File: src/rtl/fetch_queue.sv
`default_nettype none
//------------------------------------------------------------------------------
// fetch_queue : fetch PC, in-order imem request issue and decode-side queue.
// Optional macro FETCH_PERF_EN adds fetched/dropped counters.  Rev 1.0
//------------------------------------------------------------------------------
module fetch_queue #(
  parameter logic [31:0] RESET_PC        = 32'h0000_0000,
  parameter int          DEPTH           = 4,
  parameter int          MAX_OUTSTANDING = 2
) (
  input  logic        clk,
  input  logic        rst_n,
  output logic        req_valid,
  input  logic        req_ready,
  output logic [31:0] req_addr,
  input  logic        rsp_valid,
  input  logic [31:0] rsp_data,
  input  logic        StallD,
  input  logic        PCSrcE,
  input  logic [31:0] PCTargetE,
  output logic        ValidD,
  output logic [31:0] InstrD,
  output logic [31:0] PCD,
  output logic [31:0] PCPlus4D
`ifdef FETCH_PERF_EN
  ,
  output logic [31:0] perf_fetched,
  output logic [31:0] perf_dropped
`endif
);

  localparam int PW = (DEPTH > 1) ? $clog2(DEPTH) : 1;
  localparam int CW = $clog2(DEPTH + 1);
  localparam int OW = $clog2(MAX_OUTSTANDING + 1);
  localparam int SW = ((CW > OW) ? CW : OW) + 1;

  logic [31:0]   fetch_pc_q, fetch_pc_d;
  logic [31:0]   resp_pc_q, resp_pc_d;
  logic [OW-1:0] outst_q, outst_d;
  logic [OW-1:0] drop_q, drop_d;
  logic [CW-1:0] count_q, count_d;
  logic [PW-1:0] rd_ptr_q, rd_ptr_d;
  logic [PW-1:0] wr_ptr_q, wr_ptr_d;
  logic [31:0]   instr_mem_q [DEPTH];
  logic [31:0]   pc_mem_q    [DEPTH];

  logic [31:0]   target;
  logic [SW-1:0] inflight;
  logic          handshake;
  logic          rsp_drop;
  logic          push;
  logic          pop;
  logic          unused_tgt_lsbs;

  assign target          = {PCTargetE[31:2], 2'b00};
  assign unused_tgt_lsbs = ^PCTargetE[1:0];

  // Credit rule: queued words plus words still in flight never exceed DEPTH,
  // so a returning response always has a free slot.
  assign inflight  = SW'(count_q) + SW'(outst_q);
  assign req_valid = rst_n && !PCSrcE
                     && (outst_q < OW'(MAX_OUTSTANDING))
                     && (inflight < SW'(DEPTH));
  assign req_addr  = fetch_pc_q;
  assign handshake = req_valid && req_ready;

  assign rsp_drop  = rsp_valid && (drop_q != '0);
  assign push      = rsp_valid && (drop_q == '0) && !PCSrcE;
  assign pop       = ValidD && !StallD && !PCSrcE;

  always_comb begin
    fetch_pc_d = fetch_pc_q;
    resp_pc_d  = resp_pc_q;
    drop_d     = drop_q;
    count_d    = count_q;
    rd_ptr_d   = rd_ptr_q;
    wr_ptr_d   = wr_ptr_q;
    outst_d    = outst_q + OW'(handshake) - OW'(rsp_valid);

    if (PCSrcE) begin
      // Every request still unreturned after this edge belongs to the old path.
      fetch_pc_d = target;
      resp_pc_d  = target;
      drop_d     = outst_q - OW'(rsp_valid);
      count_d    = '0;
      rd_ptr_d   = '0;
      wr_ptr_d   = '0;
    end else begin
      if (handshake) begin
        fetch_pc_d = fetch_pc_q + 32'd4;
      end
      if (rsp_drop) begin
        drop_d = drop_q - OW'(1);
      end
      if (push) begin
        resp_pc_d = resp_pc_q + 32'd4;
        wr_ptr_d  = wr_ptr_q + PW'(1);
      end
      if (pop) begin
        rd_ptr_d = rd_ptr_q + PW'(1);
      end
      count_d = count_q + CW'(push) - CW'(pop);
    end
  end

  always_ff @(posedge clk or negedge rst_n) begin
    if (!rst_n) begin
      fetch_pc_q <= RESET_PC;
      resp_pc_q  <= RESET_PC;
      outst_q    <= '0;
      drop_q     <= '0;
      count_q    <= '0;
      rd_ptr_q   <= '0;
      wr_ptr_q   <= '0;
    end else begin
      fetch_pc_q <= fetch_pc_d;
      resp_pc_q  <= resp_pc_d;
      outst_q    <= outst_d;
      drop_q     <= drop_d;
      count_q    <= count_d;
      rd_ptr_q   <= rd_ptr_d;
      wr_ptr_q   <= wr_ptr_d;
    end
  end

  always_ff @(posedge clk or negedge rst_n) begin
    if (!rst_n) begin
      for (int i = 0; i < DEPTH; i++) begin
        instr_mem_q[i] <= '0;
        pc_mem_q[i]    <= RESET_PC;
      end
    end else if (push) begin
      instr_mem_q[wr_ptr_q] <= rsp_data;
      pc_mem_q[wr_ptr_q]    <= resp_pc_q;
    end
  end

  // Decode outputs come only from registers, never from rsp_* directly.
  assign ValidD   = (count_q != '0);
  assign InstrD   = instr_mem_q[rd_ptr_q];
  assign PCD      = pc_mem_q[rd_ptr_q];
  assign PCPlus4D = PCD + 32'd4;

`ifdef FETCH_PERF_EN
  logic [31:0] perf_fetched_q;
  logic [31:0] perf_dropped_q;

  always_ff @(posedge clk or negedge rst_n) begin
    if (!rst_n) begin
      perf_fetched_q <= '0;
      perf_dropped_q <= '0;
    end else begin
      if (push) begin
        perf_fetched_q <= perf_fetched_q + 32'd1;
      end
      if (rsp_drop) begin
        perf_dropped_q <= perf_dropped_q + 32'd1;
      end
    end
  end

  assign perf_fetched = perf_fetched_q;
  assign perf_dropped = perf_dropped_q;
`else
  // Counters are not built in this configuration.
`endif

endmodule
`default_nettype wire

File: config.mk
export PLATFORM = sky130hd
export DESIGN_NAME = fetch_queue
export DESIGN_NICKNAME = d
export VERILOG_FILES = /design/src/rtl/fetch_queue.sv
export SDC_FILE = /design/constraint.sdc
export NUM_CORES = 1
export LEC_CHECK = 0
export BUFFER_PORTS_ARGS = -buffer_cell sky130_fd_sc_hd__clkbuf_2
export CAP_MARGIN = 20
export CORE_ASPECT_RATIO = 1.1
export CORE_MARGIN = 3
export CORE_UTILIZATION = 24
export CTS_CLUSTER_DIAMETER = 40
export DETAILED_ROUTE_END_ITERATION = 16
export MAX_ROUTING_LAYER = met4
export PLACE_DENSITY = 0.46
export SYNTH_ARGS = -nofsm -noshare
export SYNTH_HDL_FRONTEND = slang
export SYNTH_SLANG_ARGS = --single-unit
File: constraint.sdc
create_clock -name clk -period 2.7 [get_ports clk]
set_input_delay 0.27 -clock clk [delete_from_list [all_inputs] [get_ports clk]]
set_output_delay 0.27 -clock clk [all_outputs]
set_load 0.01 [all_outputs]
==> results of run 1 <==
==> metrics by stage <==
step	cell area, um2	std cells	power, mW
after CTS	20100	2313	20.3
after detailed placement	17500	2143	13.1
after global placement	17500	2143	13.0
after global routing	20400	2322	21.4
after floorplan	15300	1129	10.3
final	20400	2322	20.2
==> synth_stat cells (all sizes together) (4+ instances only) <==
master / number
nor4: 6
mux2: 259
nor3: 11
clkbuf: 44
nand2: 75
and3: 18
dfrtp: 319
nor2: 42
mux4: 62
o311ai: 9
ha: 14
xor2: 36
o211ai: 7
o21ai: 41
or3: 4
inv: 19
nand4: 22
a31oi: 8
buf: 25
a21oi: 7
nand3: 35
xnor2: 36
==> worst max-delay path: cells and delay by family, from the launching register on <==
family                     cells  cell delay [ns]
xor gates and xnor gates       1             0.17
adders and majority gates      1             0.16
buffers and inverters          2             0.30
DFF                            1             0.54
muxes                          1             0.38
and+or+nand+nor                4             0.87
==> timing repair <==
action,in CTS,in global routing
setup buffers,13,9
pin swaps,13,18
endpoints found under the hold margin,376,0
gates resized for setup,28,69
endpoints found under the setup margin,39,52
hold buffers,63,0
cloned,0,1
==> power by group through the flow <==
| stage | Clock, mW | Sequential [mW] | Combinational, mW |
|---|---|---|---|
| finish | 6.77 | 6.60 | 6.82 |
| global route | 7.20 | 6.76 | 7.43 |
| CTS | 6.98 | 6.61 | 6.69 |
| detailed placement | 0 | 6.68 | 6.43 |
| global placement | 0 | 6.63 | 6.37 |
| floorplan | 0 | 6.40 | 3.94 |
==> layout by cell type (no fill, tap or decap), types with 14 or more instances in the layout <==
cell / instances
nor2_1: 31
nand3_1: 30
buf_2: 28
clkbuf_16: 54
xnor2_1: 31
inv_1: 17
buf_4: 55
and3_1: 16
clkbuf_2: 162
mux4_2: 62
nand2_1: 65
nand4_1: 22
o21ai_0: 40
xor2_1: 36
buf_6: 14
dfrtp_1: 317
mux2_2: 259
dlygate4sd3_1: 63
==> layer usage <==
metal | up-vias | GRT usage, % | part of all wire [%]
li1 | 4754 | - | -
met1 | 5464 | 16.7 | 44
met3 | 55 | 2.32 | 4.5
met5 | - | - | 0
met2 | 185 | 20.8 | 49
met4 | 0 | 3.31 | 1.6
==> flip-flops by register name (all words and copies together), names as in the netlist <==
signal / flops
outst_q: 2
wr_ptr_q: 2
resp_pc_q: 30
count_q: 3
pc_mem_q: 120
req_addr: 30
drop_q: 2
instr_mem_q: 128
rd_ptr_q: 2
==> area by class of cell <==
| cell class | count | area [um2] | share of cell area, % |
|---|---|---|---|
| Sequential cell | 319 | 7990 | 39.2 |
| Multi-Input combinational cell | 722 | 7110 | 34.9 |
| Timing Repair Buffer | 334 | 2390 | 11.7 |
| Clock buffer | 66 | 1420 | 6.94 |
| Tap cell | 833 | 1040 | 5.11 |
| Clock inverter | 29 | 362 | 1.77 |
| Inverter | 19 | 78.8 | 0.387 |
==> worst paths after layout <==
path / start / endpoint / slack, ns / cells past startpoint
hold / removal: StallD / rd_ptr_q[0] / 0.1 / 4
max in group asynchronous: rst_n / instr_mem_q[25] / 0.91 / 4
min in group asynchronous: rst_n / req_addr[16] / 0.44 / 3
hold reg to reg: instr_mem_q[33] / instr_mem_q[33] / 0.50 / 1
setup reg to reg: count_q[1] / req_addr[11] / 0.20 / 9
setup / recovery: rd_ptr_q[0] / PCPlus4D[26] / -0.59 / 9
==> cells by family (layout without fill, tap and decap cells) <==
family | Yosys count | count (layout)
simple gates | 233 | 233
compound gates | 74 | 74
other cells | 1 | 6
buf+inv | 88 | 448
xor+xnor | 72 | 72
mux | 322 | 322
flops | 319 | 319
fa+ha+maj | 15 | 15
==> flow_summary.ini, run 1 <==
[run_status]
outcome = finished with violations
violations = setup timing

[timing]
fin_worst_skew_ns = 0.0210
max_slew.worst_pin.slew_ns = 0.843
setup_slack_ns = -0.587
tns_ns = -10.39
slew_violations = 0
period_share_pct = 122
hold_viol = 0
whs_ns = 0.0983
fmax_mhz = 304
period_minus_slack_ns = 3.29
slew_headroom_pct = 43.8
rsz0062_at_grt = true
final-setup-viol-count = 26

[cts]
cts.path.max_buffers = 3
clock-sinks = 319
clk_latency_ns = 0.58
cts_tree = built
cts_max_level = 2
clk_pin_slew_ns = 0.05
cts_buffers = 52
root_buffer = clkbuf_16

[yosys]
syn-instance-count = 1124
syn-cell-area_um2 = 15200
synth_area_leaders = dfrtp_1, mux2_2, mux4_2
synthAdderAreaFrac_pct = 1.29
yosys_warnings = 0
ys.flop_type = dfrtp_1
synth_edf_count = 0
synth.largest_area_cell = dfrtp_1
netlist.area_leader.share_pct = 52.6
ys_ff_latch = 319
async_flop_share_pct = 100
avgSynthCellArea_um2 = 13.5
synth_top_family_by_area = multiplexers
synth_cell_types = 53
yosysSeqAreaShare_pct = 52.6
synth-compound-area-share_pct = 2.89
synth.mux.area_fraction_pct = 28.5
synth_xor_area_share_pct = 4.16
synth_simple_gate_area_share_pct = 7.82

[power]
power.density_nw_per_um2 = 990
p_int_mw = 13.8
switching_share_pct = 31.7
ir_drop_uv = 509
pwr-share-clk_pct = 33.5
combPwrFrac_pct = 33.8
p_seq_share_pct = 32.7
p_leak_nw = 9.44
power_switching_mw = 6.40

[detailed_routing]
route.detailed.drc = 0
dr.pass1.iters = 4
wirelength_um = 41400
wl_per_cell_um = 17.8
via_count = 10458
via_per_inst = 4.50
drtIter0Drc = 441
ant_nets = 0

[setup_path]
slowest_stage = dfrtp_4
worstSetupEndpointType = output pin
cp_max_fo = 5
cp_cell_sequence = buf_12 > mux4_2 > ha_4 > nand2_4 > or3_4 > nand2b_4 > nor3_2 > xor2_1 > buf_2
critPathKind = reg -> out
cp.arrival_ns = 3.02
crit_required_ns = 2.43
start_kind = flip-flop
max_stage_delay_ns = 0.54

[floorplan]
initial_core_util_pct = 24.3
die-height_um = 270
dieArea_um2 = 66300
dieWidth_um = 246
row_count = 96
io_pins = 200
core_area_um2 = 62500

[global_route]
grt_max_degree = 151
grt_overflow_total = 0
grt_first_pass_wirelength_um = 65400
antenna_found_initial = 0
gr-usage-all-layers_pct = 12.9
grt_pass1_vias = 11209

[placement]
post-dp-hpwl_um = 26900
gp_congestion = 0.749
dp_slack_ns = -0.0464
port_buffers = 191

[flow_run]
drv_cap = 0

[cells_and_area]
final_util_pct = 32.6
fill_cells = 6317
area_delta_synth_final_pct = 34.3
drive_above_1_share_pct = 49.5
n_antenna_cell = 0
nNetsFinal = 1533

[min_path]
hold_path.class = in -> reg
Note: power is estimated with default switching activity, not from simulation.
==> run 2: changes to the inputs <==
==> constraint.sdc (replaced) <==
create_clock -name clk -period 2.7 [get_ports clk]
set_input_delay 0.27 -clock clk [delete_from_list [all_inputs] [get_ports clk]]
set_output_delay 0.27 -clock clk [all_outputs]
set_load 0.1 [all_outputs]
==> run 2 against run 1 <==
- the run still ends with setup timing left
- non-clock buffer count is 54 higher
- combinational power increased to 2.6 times the previous value
- sequential power is essentially flat
- die area unchanged
- count of clock-buffer cells in the layout unchanged
- critical path depth is 1 higher
- clock power rose by 15%
- final area rose by 12%
- final cell count increased by 3.1%
- via count up 1.5%
- largest power group unchanged
- highest routed layer unchanged
==> flow_summary.ini, run 2 (synthesis gave the netlist of run 1 again) <==
[run_status]
outcome = finished with violations
violations = setup timing

[cells_and_area]
mostFrequentLayoutCells = dfrtp_1, mux2_2, clkbuf_2, buf_4, buf_12
area_delta_synth_final_pct = 50.2
drive_above_1_share_pct = 53.5
final_area_um2 = 22800
top_regs = instr_mem_q x128, pc_mem_q x120
regMostFlops = instr_mem_q
fill_cells = 6096
largest_reg_flops = 128
nNetsFinal = 1593
layout_commonest_cell = dfrtp_1

[floorplan]
row_count = 96
io_pins = 200
die-height_um = 270
core_area_um2 = 62500
dieArea_um2 = 66300
initial_core_util_pct = 24.3
dieWidth_um = 246

[global_route]
antenna_found_initial = 3
grt_max_degree = 139
grt_pass1_vias = 11673
grt_first_pass_wirelength_um = 70100
grt_overflow_total = 0
gr-usage-all-layers_pct = 14.1

[power]
p_leak_nw = 10.4
ir_drop_uv = 1500
power.density_nw_per_um2 = 1410

[setup_path]
reg2reg_setup_slack_ns = 0.26
timing.rr.start = count_q[1]
ff2ff_path_depth = 9
critPathKind = reg -> out
crit_start = rd_ptr_q[0]
crit_required_ns = 2.43
cp.arrival_ns = 3.21
r2r_end = req_addr[11]
cp_max_fo = 6
worstSetupEndpointType = output pin
crit_end = PCPlus4D[31]
start_kind = flip-flop

[timing]
slew_violations = 0
slew_headroom_pct = 40.5
setup_slack_ns = -0.777
final-setup-viol-count = 33
max_slew.worst_pin.slew_ns = 0.893
fmax_mhz = 288
rsz0062_at_grt = true
period_share_pct = 129
fin_worst_skew_ns = 0.0262
period_minus_slack_ns = 3.48
hold_viol = 0

[cts]
clock-sinks = 319
cts.path.max_buffers = 3
root_buffer = clkbuf_16
clk_pin_slew_ns = 0.05
cts_max_level = 2
cts_tree = built
cts_buffers = 58
clk_latency_ns = 0.61

[flow_run]
drv_cap = 0

[detailed_routing]
wirelength_um = 45100
dr.pass1.iters = 4
drtIter0Drc = 400
route.detailed.drc = 0
via_per_inst = 4.43
ant_nets = 0
wl_per_cell_um = 18.8
via_count = 10611

[placement]
port_buffers = 191
placed_cell_area_um2 = 19200
dp_slack_ns = -0.171
gp_congestion = 0.746
post-dp-hpwl_um = 30700

[min_path]
hold_path.class = in -> reg
## run 2: metrics by stage
stage	instances	TNS [ns]	util, %	power (mW)	hold WS [ns]
after floorplan	1129	-23.21	-	18.6	-0.0256
final	2394	-16.34	36.5	32.2	0.0407
after CTS	2375	-17.01	36.0	32.4	0.00408
after global routing	2394	-21.02	36.5	33.5	0.0243
after detailed placement	2183	-1.56	30.8	23.6	0.463
after global placement	2183	-1.35	30.8	23.4	0.457
## run 2: worst max-delay path: stages, from the launching register on
cell and delay [ns]:
dfrtp_4 0.55, buf_8 0.17, buf_4 0.13, mux4_2 0.40
nand3_4 0.09, or3_4 0.42, nor2_4 0.17, buf_12 0.14
nand3_4 0.15, xnor2_4 0.20, buf_12 0.20
## run 2: layout make-up
cell class	count	area, um2	area share (%)
Sequential cell	319	7990	35.1
Multi-Input combinational cell	722	7660	33.6
Timing Repair Buffer	388	3910	17.2
Clock buffer	66	1510	6.64
Tap cell	833	1040	4.57
Clock inverter	44	594	2.61
Inverter	19	78.8	0.346
Antenna cell	3	7.51	0.0329
## run 2: power by group
group	switching, mW	internal [mW]	leakage, nW	total [mW]
Clock	2.78	4.98	1.00	7.76
Combinational	11.4	6.41	5.21	17.8
Sequential	0.731	5.89	4.17	6.62
## run 2: repair_timing
action / 4_1_cts / 5_1_grt
gates resized for setup: 81 / 60
buffers inserted: 17 / 19
pin swaps: 12 / 30
hold endpoints to repair: 317 / 0
hold buffers: 63 / 0
cloned: 2 / 0
setup endpoints to repair: 83 / 59
## run 2: how the worst min path moves through the flow
stage,startpoint,to,slack [ns],cells past startpoint
6_report,PCSrcE,count_q[1],0.04,2
5_1_grt,PCSrcE,count_q[2],0.02,2
4_1_cts,PCSrcE,count_q[2],0.004,2
3_5_place_dp,rst_n,instr_mem_q[56],0.46,2
3_3_place_gp,rst_n,instr_mem_q[24],0.46,2
2_1_floorplan,rst_n,count_q[0],-0.03,0
## run 2: per-layer routing
metal / vias to the layer above / routed length [um] / global-route usage, %
met5: - / 0 / -
met4: 0 / 1030 / 3.93
met3: 80 / 2250 / 3.48
met2: 207 / 23900 / 24.8
met1: 5449 / 17900 / 15.8
li1: 4875 / - / -
